===== src/rtl/dm_mem_arbiter.sv =====
// Single-port memory arbiter between instruction fetch and load/store ports.
// Each access runs IDLE -> ACCESS (LAT cycles) -> RESP (one-cycle ready pulse).
module dm_mem_arbiter #(
  parameter int LAT = 2
) (
  input  logic        clk,
  input  logic        reset,
  input  logic        if_req,
  input  logic [31:0] if_addr,
  output logic [31:0] if_rdata,
  output logic        if_ready,
  output logic        if_stall,
  input  logic        memread,
  input  logic        memwrite,
  input  logic [31:0] d_addr,
  input  logic [31:0] d_wdata,
  output logic [31:0] d_rdata,
  output logic        d_ready,
  output logic        d_stall,
  output logic        mem_en,
  output logic        mem_we,
  output logic [31:0] mem_addr,
  output logic [31:0] mem_wdata,
  input  logic [31:0] mem_rdata
);

  localparam int CNT_W = (LAT > 1) ? $clog2(LAT) : 1;

  typedef enum logic [1:0] {IDLE, ACCESS, RESP} state_t;

  state_t             state_q, state_d;
  logic [CNT_W-1:0]   cnt_q, cnt_d;
  logic               owner_q, owner_d;   // 1 = data port, 0 = fetch
  logic               last_q, last_d;
  logic               mem_we_q, mem_we_d;
  logic [31:0]        mem_addr_q, mem_addr_d;
  logic [31:0]        mem_wdata_q, mem_wdata_d;
  logic [31:0]        if_rdata_q, if_rdata_d;
  logic [31:0]        d_rdata_q, d_rdata_d;
  logic               d_req;
  logic               grant_d;

  assign d_req = memread | memwrite;

  always_ff @(posedge clk) begin
    if (reset) begin
      state_q     <= IDLE;
      cnt_q       <= '0;
      owner_q     <= 1'b0;
      last_q      <= 1'b0;
      mem_we_q    <= 1'b0;
      mem_addr_q  <= '0;
      mem_wdata_q <= '0;
      if_rdata_q  <= '0;
      d_rdata_q   <= '0;
    end else begin
      state_q     <= state_d;
      cnt_q       <= cnt_d;
      owner_q     <= owner_d;
      last_q      <= last_d;
      mem_we_q    <= mem_we_d;
      mem_addr_q  <= mem_addr_d;
      mem_wdata_q <= mem_wdata_d;
      if_rdata_q  <= if_rdata_d;
      d_rdata_q   <= d_rdata_d;
    end
  end

  always_comb begin
    state_d     = state_q;
    cnt_d       = cnt_q;
    owner_d     = owner_q;
    last_d      = last_q;
    mem_we_d    = mem_we_q;
    mem_addr_d  = mem_addr_q;
    mem_wdata_d = mem_wdata_q;
    if_rdata_d  = if_rdata_q;
    d_rdata_d   = d_rdata_q;
    // On a tie the data port wins unless it was the last one served.
    grant_d     = d_req & (~if_req | ~last_q);
    unique case (state_q)
      IDLE: begin
        if (if_req | d_req) begin
          owner_d     = grant_d;
          mem_addr_d  = grant_d ? d_addr : if_addr;
          mem_wdata_d = d_wdata;
          mem_we_d    = grant_d & memwrite;
          cnt_d       = CNT_W'(LAT - 1);
          state_d     = ACCESS;
        end
      end
      ACCESS: begin
        if (cnt_q == '0) begin
          if (!mem_we_q) begin
            if (owner_q) d_rdata_d  = mem_rdata;
            else         if_rdata_d = mem_rdata;
          end
          state_d = RESP;
        end else begin
          cnt_d = cnt_q - CNT_W'(1);
        end
      end
      RESP: begin
        last_d  = owner_q;
        state_d = IDLE;
      end
      default: state_d = IDLE;
    endcase
  end

  always_comb begin
    mem_en    = (state_q == ACCESS);
    mem_we    = (state_q == ACCESS) & mem_we_q;
    mem_addr  = mem_addr_q;
    mem_wdata = mem_wdata_q;
    if_rdata  = if_rdata_q;
    d_rdata   = d_rdata_q;
    if_ready  = (state_q == RESP) & ~owner_q;
    d_ready   = (state_q == RESP) & owner_q;
    if_stall  = if_req & ~((state_q == RESP) & ~owner_q);
    d_stall   = d_req & ~((state_q == RESP) & owner_q);
  end

endmodule


===== config.mk =====
export PLATFORM = sky130hd
export DESIGN_NAME = dm_mem_arbiter
export DESIGN_NICKNAME = d
export VERILOG_FILES = /design/src/rtl/dm_mem_arbiter.sv
export SDC_FILE = /design/constraint.sdc
export NUM_CORES = 1
export LEC_CHECK = 0
export CAP_MARGIN = 15
export CORE_UTILIZATION = 44
export DETAILED_ROUTE_END_ITERATION = 12
export GPL_TIMING_DRIVEN = 0
export PLACE_DENSITY = 0.86
export SYNTH_ARGS = -nofsm -noshare
export SYNTH_HDL_FRONTEND = slang
export SYNTH_SLANG_ARGS = --single-unit
export TNS_END_PERCENT = 20

===== constraint.sdc =====
create_clock -name clk -period 3.4 [get_ports clk]
set_input_delay 0.51 -clock clk [delete_from_list [all_inputs] [get_ports clk]]
set_output_delay 0.51 -clock clk [all_outputs]
set_load 0.03 [all_outputs]

==> metrics.md <==
| Metric | Value |
|---|---|
| Core ar. | 12110 µm² |
| Die Area | 13020 µm² |
| Pre-Repair DR Iteration Count | 5 |
| Post-DP HPWL | 14.16 mm |
| Crit path cell chain | clkbuf_1 > nor2_1 > nor2b_1 > clkdlybuf4s50_1 |
| MaxCap Viol Count | 0 |
| Initial Utilization | 0.4564 |
| Worst hold path class | register to register |
| Fmax achieved | 351.6 MHz |
| Residual DRC | 0 |
| Final core utilization | 0.7475 |
| Critical path arrival | 2330 ps |
| Yosys reg bits | 134 |
| Critical Path RT | 2890 ps |
| Minimum clock period after layout | 2844 ps |
| Worst Min Path Start | d_rdata[12] |
| CP max-delay cell | clkdlybuf4s50_1 |
| Vias per cell | 5.482 |
| Worst skew pair latency | 420 ps |
| Sequential cell area | 2683 µm² |
| Tot GR Track Use | 0.2988 |
| Setup Skew | 11.77 ps |
| Crit-path max cell delay | 680 ps |
| Distinct cells, synth | 33 |
| Crit-path leading delay family | buffers and inverters |
| YS warnings | 0 |
| Clk buf depth | 2 |
| Final setup fails | 0 |
| Largest net degree at the start of global routing | 17 |
| Startpoint Class | register |
| Antenna diodes | 0 |
| # clock sinks | 134 |
| Fraction of registers with async set/reset | 0 |
| H-tree levels | 4 |
| CTS tree | done |
| Clock-pin slew on the worst setup and hold paths | 60 ps |
| DR iter-0 viols | 609 |
| EDFF count, synth | 0 |
| Die height | 114.1 µm |
| Post-CTS Hold Buffers | 0 |
| Synth Instances | 655 |
| Final ANT Viol Nets | 0 |
| Root Driver | clkbuf_16 |
| Die X | 114.1 µm |
| Crit. End Element | output pin |
| Slew of the pin with the lowest slew margin | 746.1 ps |
| Reg-to-reg setup timing slack | 1660 ps |
| # resized after CTS | 0 |
| I/O pin count | 267 |
| Final worst-path cycle share | 0.8366 |
| Total setup buffers inserted after CTS | 0 |
| Post-DP Area | 8391 µm² |
| Total grt overflow | 0 |
| P_leak | 3.215 nW |
| First-pass GRT wire length | 30.28 mm |
| Netlist Area Pre-Place | 5528 µm² |
| # nets final | 1072 |
| Layout area overhead | 63.78% |
| Setup CP Type | register to output pin |
| Final Cell Area | 9054 µm² |
| Hold_ws | 458.0 ps |
| Status | completed |
| WL final | 19.29 mm |
| WL/cell | 17.24 µm |
| CP startpoint | owner_q |
| Cell Pwr Density | 563.2 nW/µm² |
| Fillers | 954 |
| Seq/Total Area, Yosys | 0.4853 |
| Primary FF master, synth | dfxtp_1 |
| Mapped Nets | 788 |
| Area of the multi-input gates | 2451 µm² |
| TritonCTS Buffers | 17 |
| Worst vdd ir | 0.0002981 V |
| PortBufs | 265 |
| Layout cells sized above 1 | 0.1094 |
| Mean post-synth cell area | 8.439 µm² |
| Slew HR | 0.5026 |
| Vias in the first global route | 5982 |
| Worst R2R Start | state_q[1] |
| Total number of vias | 6134 |
| Placer congestion estimate | 0.8573 |
| Slew Limit Fails | 0 |
| RSZ-0062 raised after global routing | no |
| CP Buf/Inv Count | 2 |
| # rows | 40 |
| CP Max Fanout | 10 |
| Initial antenna violation count | 0 |
| Setup_tns | 0 ps |
| Final Hold Viols | 0 |
-- layer usage --
metal / global-route usage / wire [µm]
met1: 0.3459 / 7406
met2: 0.5277 / 9936
met3: 0.06670 / 1299
met4: 0.1325 / 644
met5: 0 / 0
-- synth_stat cells (2+ instances only) --
library cell | instances | area, µm²
dfxtp_1 | 134 | 2683
a21oi_1 | 123 | 615.6
nand3_1 | 98 | 490.5
nand2_1 | 67 | 251.5
o21ai_1 | 40 | 200.2
o21ai_0 | 38 | 190.2
clkbuf_1 | 34 | 127.6
a311oi_1 | 29 | 254.0
buf_2 | 28 | 140.1
o21ai_2 | 20 | 175.2
a21oi_2 | 10 | 87.58
buf_6 | 6 | 67.56
nor2_1 | 5 | 18.77
a311oi_2 | 3 | 45.04
buf_12 | 2 | 40.04
-- cell usage in the layout, fill, tap and decap left out, types with 10 or more instances in the layout --
master,instances
dfxtp_1,134
clkdlybuf4s50_1,265
o21ai_2,20
a21oi_1,123
clkbuf_1,34
buf_2,28
clkbuf_16,17
a311oi_1,29
o21ai_1,40
o21ai_0,38
nand3_1,98
a21oi_2,10
nand2_1,67
-- final timing paths --
| path | to | cells past startpoint |
|---|---|---|
| min reg2reg | d_rdata[12] | 2 |
| max reg2reg | mem_wdata[11] | 5 |
| min | d_rdata[12] | 2 |
| max | if_stall | 4 |
-- cells by family (layout without fill, tap and decap cells) --
logic type,Yosys count,after routing,share of synthesized area
buffers and inverters,74,370,0.07130
DFF,134,134,0.4853
and+or+nand+nor,182,182,0.1535
AOI/OAI and AO/OA,265,265,0.2899
-- flip-flops by register name (all words and copies together) (netlist names) --
signal / flops
mem_addr: 32
mem_we_q: 1
cnt_q: 1
mem_wdata: 32
owner_q: 1
d_rdata: 32
state_q: 2
last_q: 1
if_rdata: 32
-- metrics by stage --
step | setup WS (ps) | std cells | total power, mW
2_1_floorplan | 1547 | 655 | 2.506
3_3_place_gp | 835.0 | 1088 | 3.058
3_5_place_dp | 829.9 | 1088 | 3.075
4_1_cts | 515.6 | 1119 | 5.108
5_1_grt | 409.0 | 1119 | 5.275
6_report | 555.6 | 1119 | 5.099
-- area by class of cell --
type / instances / area share
Clock buffer: 20 / 0.05155
Tap cell: 168 / 0.02322
Inverter: 2 / 0.0008292
Buffer: 72 / 0.04270
Clock inverter: 11 / 0.02170
Sequential cell: 134 / 0.2963
Timing Repair Buffer: 265 / 0.2930
Multi-Input combinational cell: 447 / 0.2707
-- worst min-delay path, cell delays in order, from the launching register on --
cell	delay, ps
dfxtp_1	310
o21ai_2	50
a21oi_1	50
-- where the power goes --
part           total (mW)  internal, mW  switching (mW)
combinational        1.27         0.532           0.742
sequential           1.78          1.70          0.0751
clock                2.05          1.36           0.687
Note: power is estimated with default switching activity, not from simulation.
